File: config.mk
export PLATFORM = sky130hd
export DESIGN_NAME = checking_empty
export DESIGN_NICKNAME = d
export VERILOG_FILES = /design/src/rtl/checking_empty.sv
export SDC_FILE = /design/constraint.sdc
export NUM_CORES = 1
export LEC_CHECK = 0
export ABC_AREA = 1
export BUFFER_PORTS_ARGS = -buffer_cell sky130_fd_sc_hd__clkbuf_2
export CAP_MARGIN = 20
export CORE_MARGIN = 5
export CORE_UTILIZATION = 40
export DETAILED_ROUTE_END_ITERATION = 10
export PLACE_DENSITY = 0.65
export SYNTH_ARGS = -nofsm -noshare
export SYNTH_HDL_FRONTEND = slang
export SYNTH_SLANG_ARGS = --single-unit
File: constraint.sdc
create_clock -name rdclk -period 2.3 [get_ports rdclk]
set_clock_uncertainty 0.2 [all_clocks]
set_input_delay 0.46 -clock rdclk [delete_from_list [all_inputs] [get_ports rdclk]]
set_output_delay 0.46 -clock rdclk [all_outputs]
set_load 0.02 [all_outputs]
File: src/rtl/checking_empty.sv
// checking_empty: read-domain control of the async FIFO. It synchronises the write gray pointer and owns the read pointers.
// It also produces empty, fill level and almost-empty. Optional sticky underflow flag: define RD_UNDERFLOW_EN.
module checking_empty #(
  parameter int Addr      = 3,
  parameter int SYNC_STG  = 2,
  parameter int AE_THRESH = 1
) (
  input  logic          rdclk,
  input  logic          rst,
  input  logic          rdreq,
  input  logic [Addr:0] wrptr_in,
  output logic [Addr:0] rdptr,
  output logic [Addr:0] rdaddr,
  output logic          empty_reg,
  output logic [Addr:0] rd_level,
  output logic          almost_empty,
  output logic          underflow
);

  localparam logic [Addr:0] AE_LVL = (Addr+1)'(AE_THRESH);

  logic [Addr:0] sync_q [SYNC_STG];
  logic [Addr:0] sync_d [SYNC_STG];
  logic [Addr:0] rdaddr_q, rdaddr_d;
  logic [Addr:0] rdptr_q, rdptr_d;
  logic [Addr:0] level_q, level_d;
  logic          empty_q, empty_d;
  logic          ae_q, ae_d;

  logic [Addr:0] wrptr_s;
  logic [Addr:0] wbin;
  logic          rd_en;

  always_comb begin
    sync_d[0] = wrptr_in;
    for (int i = 1; i < SYNC_STG; i++) begin
      sync_d[i] = sync_q[i-1];
    end
  end

  assign wrptr_s = sync_q[SYNC_STG-1];

  always_comb begin
    wbin       = '0;
    wbin[Addr] = wrptr_s[Addr];
    for (int i = Addr - 1; i >= 0; i--) begin
      wbin[i] = wbin[i+1] ^ wrptr_s[i];
    end
  end

  // Flags are computed from the post-update pointer so the last read raises empty on its own edge.
  always_comb begin
    rd_en    = rdreq & ~empty_q;
    rdaddr_d = rdaddr_q + (Addr+1)'(rd_en);
    rdptr_d  = (rdaddr_d >> 1) ^ rdaddr_d;
    empty_d  = (rdptr_d == wrptr_s);
    level_d  = wbin - rdaddr_d;
    ae_d     = (level_d <= AE_LVL);
  end

  always_ff @(posedge rdclk) begin
    if (rst) begin
      for (int i = 0; i < SYNC_STG; i++) begin
        sync_q[i] <= '0;
      end
      rdaddr_q <= '0;
      rdptr_q  <= '0;
      level_q  <= '0;
      empty_q  <= 1'b1;
      ae_q     <= 1'b1;
    end else begin
      for (int i = 0; i < SYNC_STG; i++) begin
        sync_q[i] <= sync_d[i];
      end
      rdaddr_q <= rdaddr_d;
      rdptr_q  <= rdptr_d;
      level_q  <= level_d;
      empty_q  <= empty_d;
      ae_q     <= ae_d;
    end
  end

`ifdef RD_UNDERFLOW_EN
  logic underflow_q, underflow_d;

  always_comb underflow_d = underflow_q | (rdreq & empty_q);

  always_ff @(posedge rdclk) begin
    if (rst) underflow_q <= 1'b0;
    else     underflow_q <= underflow_d;
  end

  assign underflow = underflow_q;
`else
  assign underflow = 1'b0;
`endif

  assign rdptr        = rdptr_q;
  assign rdaddr       = rdaddr_q;
  assign empty_reg    = empty_q;
  assign rd_level     = level_q;
  assign almost_empty = ae_q;

endmodule

==> results_dict.tcl, run 1 <==
set metrics [dict create \
    status "complete, no violations" \
    cts.sinks 21 \
    yosys_warnings 0 \
    largest-register "sync_q" \
    fp.dieH_um 59.9 \
    fmax_ghz 0.471 \
    antenna_found_initial 0 \
    grt_pass1_vias 696 \
    die_w_um 59.9 \
    dp_hpwl_um 1320 \
    fin_area_mm2 0.00118 \
    grtUsageTotal 0.106 \
    cts-htree-levels 1 \
    dieArea_mm2 0.00359 \
    start_util 0.410 \
    areaGrowthSynthToFinish_pct 18.1 \
    drive_above_1_share 0.387 \
    crit_arrival_ns 2.13 \
    synth.yosys.seq_area_share 0.422 \
    fin_util 0.484 \
    clk_path_buf_depth 2 \
    viasPerCell 4.24 \
    vias 730 \
    slowest_delay_ns 0.40 \
    crit_fanout 4 \
    ir_drop_mv 0.384 \
    p_sw_w 0.000251 \
    largest_register_ffs 8 \
    startpoint_type "flop" \
    end_kind "flop" \
    postRouteAntennaNets 0 \
    power.density_mw_per_mm2 675 \
    drv_cap 0 \
    power.share.sequential 0.515 \
    crit_path_top_delay_cell "dfxtp_1" \
    io_buffers 20 \
    cts-buffers-inserted 3 \
    post_cts_resized 0 \
    pwr-share-comb 0.263 \
    timing.hold.ws_ns 0.123 \
    drc_errors 0 \
    drt-initial-drc-count 12 \
    hp-start "wrptr_in[2]" \
    finalHoldViolCount 0 \
    r2r_cells 14 \
    yosysTopAreaCell "dfxtp_1" \
    setup_violations 0 \
    whs_path_depth 3 \
    worstPathRequired_ns 2.31 \
    slew_violations 0 \
    dp_cells 168 \
    finalCritPeriodShare 0.922 \
    clkTransAtPathRegs_ns 0.12 \
    switching_share 0.316 \
    insertion_delay_ns 0.30 \
    post_cts_buffers 0 \
    syn_area_um2 997 \
    num_rows 18 \
    tns_ns 0 \
    synthDistinctLibCells 23 \
    pwr-share-clk 0.222 \
    synthesis.instances 118 \
    stdcell_count 172 \
    gp_congestion 0.888 \
    power.leakage_nw 0.619 \
    synth_top_area_share 0.422 \
    ff2ff_setup_slack_ns 0.18 \
    worstPathCellList "inv_1 > nand2_1 > nand3b_4 > nand2_2 > xor2_1 > ha_1 > inv_1 > ha_1 > inv_1 > nand2_1 > nand2_1 > nand3_1 > nand2_1 > nor2_2" \
    ys_seq_elements 21 \
    grt_max_degree 18 \
    antennaDiodeCount 0 \
    critPathKind "reg -> reg" \
    avgSynthCellArea_um2 8.45 \
    cts_tree "yes" \
    grt_pass1_wl_um 2750 \
    grt_overflow_total 0 \
    finalCriticalPeriod_ns 2.12 \
    internal-power_w 0.000543 \
    hp-class "in -> reg" \
    crit_top_cell "nand2_1" \
    design.portCount 22 \
    routed_wl_um 1630 \
    whs_endpoint "sync_q[0][2]" \
    placed_area_mm2 0.00114 \
    ctsHoldBuffers 0 \
    syn_nets 130 \
    worstReg2RegStart "sync_q[0][7]" \
    clockRootBuffer "clkbuf_4" \
    dr.pass1.iters 4 \
    rr_endpoint "almost_empty" \
    drt-wirelength-per-cell_um 9.47 \
    finalNetCount 155 \
    core_area_mm2 0.00243 \
    netlist_top_cells_area "dfxtp_1 (42%), inv_1 (7.9%), nor2_1 (7.2%)" \
]
## cells in the mapped netlist
library cell  instances
dfxtp_1              21
inv_1                21
nor2_1               19
nand2_1              15
nand2_2               6
ha_1                  5
nand3_2               4
nor2_2                4
xor2_1                4
buf_4                 2
clkbuf_1              2
inv_2                 2
nand3_1               2
nor2_4                2
a21oi_2               1
conb_1                1
nand2_4               1
nand3_4               1
nand3b_4              1
o21ai_1               1
xnor2_1               1
xnor2_2               1
xor2_2                1
## routing by layer
metal	vias up	track usage	part of all wire
li1	391	-	-
met1	317	0.113	0.42
met2	18	0.168	0.50
met3	4	0.0324	0.056
met4	0	0.0886	0.031
met5	-	0	0
## cell type report
class	count	area (um2)
clock inverter	1	5.00
timing repair buffer	24	130
fill	238	1250
clock buffer	3	22.5
inverter	23	86.3
sequential	21	420
multi-input combinational	70	475
tap	30	37.5
## cell usage in the layout (no fill, tap or decap), drive strengths merged
| cell | netlist | final |
|---|---|---|
| conb | 1 | 1 |
| inv | 23 | 23 |
| nand3b | 1 | 1 |
| dfxtp | 21 | 21 |
| clkbuf | 2 | 23 |
| nand2 | 22 | 22 |
| xor2 | 5 | 5 |
| nor2 | 25 | 25 |
| o21ai | 1 | 1 |
| nand3 | 7 | 7 |
| buf | 2 | 4 |
| xnor2 | 2 | 2 |
| ha | 5 | 5 |
| a21oi | 1 | 1 |
| clkinv | 0 | 1 |
## kinds of logic after synthesis
kind of cell	synth area share
buffers and inverters	0.109
xor gates and xnor gates	0.0765
adders and majority gates	0.0627
other	0.00376
AOI/OAI and AO/OA	0.0138
and+or+nand+nor	0.312
DFF	0.422
## power by group through the flow
| stage | Sequential, W | Combinational (W) | Clock (W) |
|---|---|---|---|
| 3_5_place_dp | 0.000418 | 0.000208 | 0 |
| 5_1_grt | 0.000414 | 0.000233 | 0.000202 |
| 2_1_floorplan | 0.000452 | 0.000118 | 0 |
| 4_1_cts | 0.000410 | 0.000209 | 0.000189 |
| 6_report | 0.000409 | 0.000209 | 0.000176 |
| 3_3_place_gp | 0.000416 | 0.000204 | 0 |
## worst max path at each step
stage | from | to | depth (start not counted)
2_1_floorplan | rdreq | almost_empty | 15
6_report | sync_q[0][7] | almost_empty | 14
3_5_place_dp | rdreq | almost_empty | 16
4_1_cts | empty_reg | almost_empty | 14
3_3_place_gp | rdreq | almost_empty | 16
5_1_grt | empty_reg | almost_empty | 14
## critical path, delay by kind of cell (launching register included)
family	cells	cell delay (ns)
xor gates and xnor gates	1	0.15
and+or+nand+nor	8	0.67
adders and majority gates	2	0.39
DFF	1	0.40
buffers and inverters	3	0.23
## metrics by stage
stage / setup slack [ns] / total power [W]
2_1_floorplan: 0.0573 / 0.000570
3_3_place_gp: -0.0168 / 0.000620
3_5_place_dp: -0.0815 / 0.000626
4_1_cts: 0.143 / 0.000808
5_1_grt: -0.00961 / 0.000849
6_report: 0.179 / 0.000795
Power figures use the tool's default switching activity.
==> run 2, diff against run 1 <==
CORE_MARGIN = 3   (was 5)
==> run 2 against run 1 <==
First-iteration DRC count up 25%. Sequential cell count did not move. Utilization is 2.9 points higher. Power fell by 0.12%. Design area increased by 0.11%. Wire length shrank 1.7%. Register-to-register slack hardly changed. Non-clock buffer count up 1. Worst hold slack improved by 0.0050 ns. Critical path depth unchanged. Combinational power about the same.
==> results_dict.tcl, run 2 (synthesis results as in run 1) <==
set metrics [dict create \
    critPathKind "reg -> reg" \
    setup_ws_ns 0.170 \
    finalCriticalPeriod_ns 2.13 \
    ctsHoldBuffers 0 \
    drt-wirelength-per-cell_um 9.36 \
    post_cts_buffers 0 \
    end_kind "flop" \
    slew_violations 0 \
    fin_util 0.513 \
    drt-initial-drc-count 15 \
    cts.sinks 21 \
    rsz0062_at_grt "no" \
    most-common-layout-cells "inv_1 (21), dfxtp_1 (21), clkbuf_2 (20)" \
    clkTransAtPathRegs_ns 0.11 \
    largest_register_ffs 8 \
    slowest_delay_ns 0.33 \
    grt_pass1_wl_um 2640 \
    clockRootBuffer "clkbuf_4" \
    fp.dieH_um 55.9 \
    grtUsageTotal 0.106 \
    critical_path_buf_inv_count 2 \
    die_w_um 55.9 \
    power.density_mw_per_mm2 673 \
    grt_overflow_total 0 \
    grt_pass1_vias 684 \
    dieArea_mm2 0.00313 \
    vias 729 \
    status "complete, no violations" \
    worstPathRequired_ns 2.31 \
    ir_drop_mv 0.359 \
    place_ws_ns -0.108 \
    cts-htree-levels 1 \
    crit_top_cell "nor2_2" \
    antennaDiodeCount 0 \
    dp_hpwl_um 1310 \
    grt_max_degree 18 \
    worstPathCellList "nor2_1 > ha_2 > ha_1 > inv_1 > nand2_2 > nand2_4 > ha_1 > inv_1 > nor2_2 > nand3_2 > nand3_2 > nand2_2 > nor2_2 > nor2_2" \
    stdcell_count 171 \
    setup_violations 0 \
    drv_cap 0 \
    crit_family "simple AND/OR/NAND/NOR gates" \
    timing.hold.ws_ns 0.128 \
    power.leakage_nw 0.625 \
    insertion_delay_ns 0.30 \
    viasPerCell 4.26 \
    crit_fanout 3 \
    placed_area_mm2 0.00115 \
    cts-buffers-inserted 3 \
    ff2ff_setup_slack_ns 0.17 \
    cts_tree "yes" \
    design.portCount 22 \
    areaGrowthSynthToFinish_pct 18.2 \
    finalCritPeriodShare 0.926 \
    antenna_found_initial 0 \
    crit_path_top_delay_cell "dfxtp_1" \
    dp_cells 167 \
    num_rows 17 \
    drc_errors 0 \
    finalHoldViolCount 0 \
    hp-class "in -> reg" \
    largest-register "sync_q" \
    postRouteAntennaNets 0 \
    finalNetCount 156 \
    fin_area_mm2 0.00118 \
    routed_wl_um 1600 \
    clk_path_buf_depth 2 \
    gp_congestion 0.796 \
    start_util 0.434 \
    crit_arrival_ns 2.14 \
    dr.pass1.iters 6 \
    io_buffers 20 \
    post_cts_resized 0 \
    core_area_mm2 0.00230 \
    startpoint_type "flop" \
    drive_above_1_share 0.378 \
    fmax_ghz 0.469 \
]
-- run 2: metrics by stage --
stage | TNS (ns) | total power (W)
after floorplan | 0 | 0.000570
after global routing | 0 | 0.000843
after global placement | -0.0241 | 0.000622
final | 0 | 0.000794
after detailed placement | -0.155 | 0.000629
after CTS | 0 | 0.000800
-- run 2: final timing paths --
path	depth (start not counted)	to	start
max	14	almost_empty	empty_reg
min	3	sync_q[0][0]	wrptr_in[0]
max reg2reg	14	almost_empty	empty_reg
min reg2reg	2	sync_q[0][5]	sync_q[0][1]
-- run 2: worst min-delay path: stages --
cell and delay [ns]:
clkbuf_2 0.08, inv_1 0.04, nor2_1 0.03
-- run 2: per-layer routing --
metal / routed length [um] / vias to the layer above / global-route usage / share of wire
met1: 694 / 320 / 0.124 / 0.43
met2: 816 / 16 / 0.181 / 0.51
li1: - / 391 / - / -
met4: 13 / 0 / 0.0610 / 0.0081
met3: 77 / 2 / 0.0209 / 0.048
met5: 0 / - / 0 / 0
-- run 2: cell type report --
class	instances	area, um2
Clock buffer	4	26.3
Fill cell	220	1120
Inverter	23	86.3
Multi-Input combinational cell	70	473
Sequential cell	21	420
Tap cell	28	35.0
Timing Repair Buffer	25	138
-- run 2: report_power, final --
part           switching, W  total, W  internal [W]  leakage, nW
combinational      0.000129  0.000211     0.0000825        0.437
sequential        0.0000117  0.000409      0.000397        0.173
clock              0.000106  0.000173     0.0000676       0.0150
==> run 3, diff against run 2 <==
PLACE_DENSITY = default   (was 0.65)
==> run 3 against run 2 <==
Utilization grew 0.65 points. Wire length shrank 3.9%. Final cell count grew 0.58%. Critical path depth shrank 1. Global-route usage grew 0.31 points. Die area is the same. Critical endpoint unchanged. Largest cell class unchanged. Highest routed layer unchanged.
==> results_dict.tcl, run 3 (synthesis results as in run 1) <==
set metrics [dict create \
    finalNetCount 157 \
    fp.dieH_um 55.9 \
    power.density_mw_per_mm2 664 \
    fin_util 0.520 \
    drt-initial-drc-count 16 \
    most-common-layout-cells "inv_1 (21), dfxtp_1 (20), clkbuf_2 (20)" \
    ff2ff_setup_slack_ns 0.18 \
    rsz0062_at_grt "no" \
    dieArea_mm2 0.00313 \
    cts_tree "yes" \
    gp_congestion 0.781 \
    routed_wl_um 1540 \
    grtUsageTotal 0.109 \
    finalHoldViolCount 0 \
    io_buffers 20 \
    drive_above_1_share 0.410 \
    postRouteAntennaNets 0 \
    areaGrowthSynthToFinish_pct 19.7 \
    fmax_ghz 0.471 \
    cts-buffers-inserted 3 \
    critPathKind "reg -> reg" \
    ir_drop_mv 0.410 \
    crit_fanout 3 \
    start_util 0.434 \
    finalCriticalPeriod_ns 2.12 \
    clkTransAtPathRegs_ns 0.12 \
    clk_path_buf_depth 2 \
    dr.pass1.iters 4 \
    grt_pass1_wl_um 2790 \
    cts.sinks 21 \
    cts-htree-levels 1 \
    status "complete, no violations" \
    insertion_delay_ns 0.29 \
    grt_max_degree 18 \
    slew_violations 0 \
    worstPathRequired_ns 2.34 \
    core_area_mm2 0.00230 \
    drv_cap 0 \
    finalCritPeriodShare 0.923 \
    largest_register_ffs 8 \
    ctsHoldBuffers 0 \
    startpoint_type "flop" \
    drt-wirelength-per-cell_um 8.94 \
    power.leakage_nw 0.628 \
    vias 750 \
    crit_arrival_ns 2.16 \
    antennaDiodeCount 0 \
    hp-class "in -> reg" \
    largest-register "sync_q" \
    die_w_um 55.9 \
    design.portCount 22 \
    grt_overflow_total 0 \
    tns_ns 0 \
    setup_violations 0 \
    grt_pass1_vias 731 \
    clockRootBuffer "clkbuf_4" \
    end_kind "flop" \
    final_common_cell "inv_1" \
    num_rows 17 \
    drc_errors 0 \
    viasPerCell 4.36 \
    antenna_found_initial 0 \
    dp_hpwl_um 1260 \
]
==> run 3: cell types whose count changed in the layout (fill, tap and decap cells not counted) <==
cell      previous run  this run
dfxtp_1             21        20
dfxtp_2              0         1
buf_4                5         6
clkbuf_1             1         0
ha_2                 1         2
ha_1                 4         3
clkinv_2             0         1
nor2_2               5         6
nor2_1              18        17
==> run 3: final timing paths <==
kind | from | endpoint | cells past startpoint
worst max-delay path | empty_reg | almost_empty | 13
worst min-delay path | wrptr_in[0] | sync_q[0][0] | 3
worst max register to register | empty_reg | almost_empty | 13
worst min register to register | sync_q[0][1] | sync_q[0][5] | 2
==> run 3: per-stage QoR <==
stage	total power (W)	cell area [um2]	cells	hold slack (ns)	setup WS (ns)
final	0.000793	1190	172	0.137	0.177
after CTS	0.000802	1180	172	0.125	0.146
after floorplan	0.000570	997	118	0.188	0.0573
after detailed placement	0.000629	1150	168	0.193	-0.0732
after global placement	0.000623	1150	168	0.189	-0.0134
after global routing	0.000849	1190	172	0.136	0.00308
==> run 3: worst max-delay path, cell delays in order, from the launching register on <==
cell and delay, ns:
dfxtp_2 0.35, nor2_2 0.10, ha_2 0.18, ha_2 0.18
inv_1 0.05, nand2_2 0.07, nand2_4 0.05, ha_1 0.30
inv_1 0.12, buf_4 0.13, nand3_1 0.07, nand3_1 0.10
nand2_1 0.08, nor2_2 0.10
==> run 3: routing by layer <==
metal / GRT usage / routed length (um)
met5: 0 / 0
met4: 0.0305 / 12
met3: 0.0209 / 89
met2: 0.203 / 767
met1: 0.127 / 668
==> run 3: power by group <==
group          switching, W  total (W)  internal (W)
Combinational      0.000128   0.000212     0.0000839
Sequential        0.0000125   0.000411      0.000398
Clock              0.000106   0.000170     0.0000646
Total              0.000246   0.000793      0.000547
==> run 3: layout make-up <==
class                   instances  area, um2
clock inverters                 1       5.00
repair buffers                 26        145
fillers                       229       1100
flip-flops and latches         21        422
inverters                      23       86.3
clock buffers                   3       22.5
multi-input cells              70        478
well taps                      28       35.0
==> run 3: repair_timing <==
action	in CTS	in global routing
gates resized for setup	0	5
setup buffers	0	0
endpoints found under the hold margin	0	0
endpoints found under the setup margin	0	2
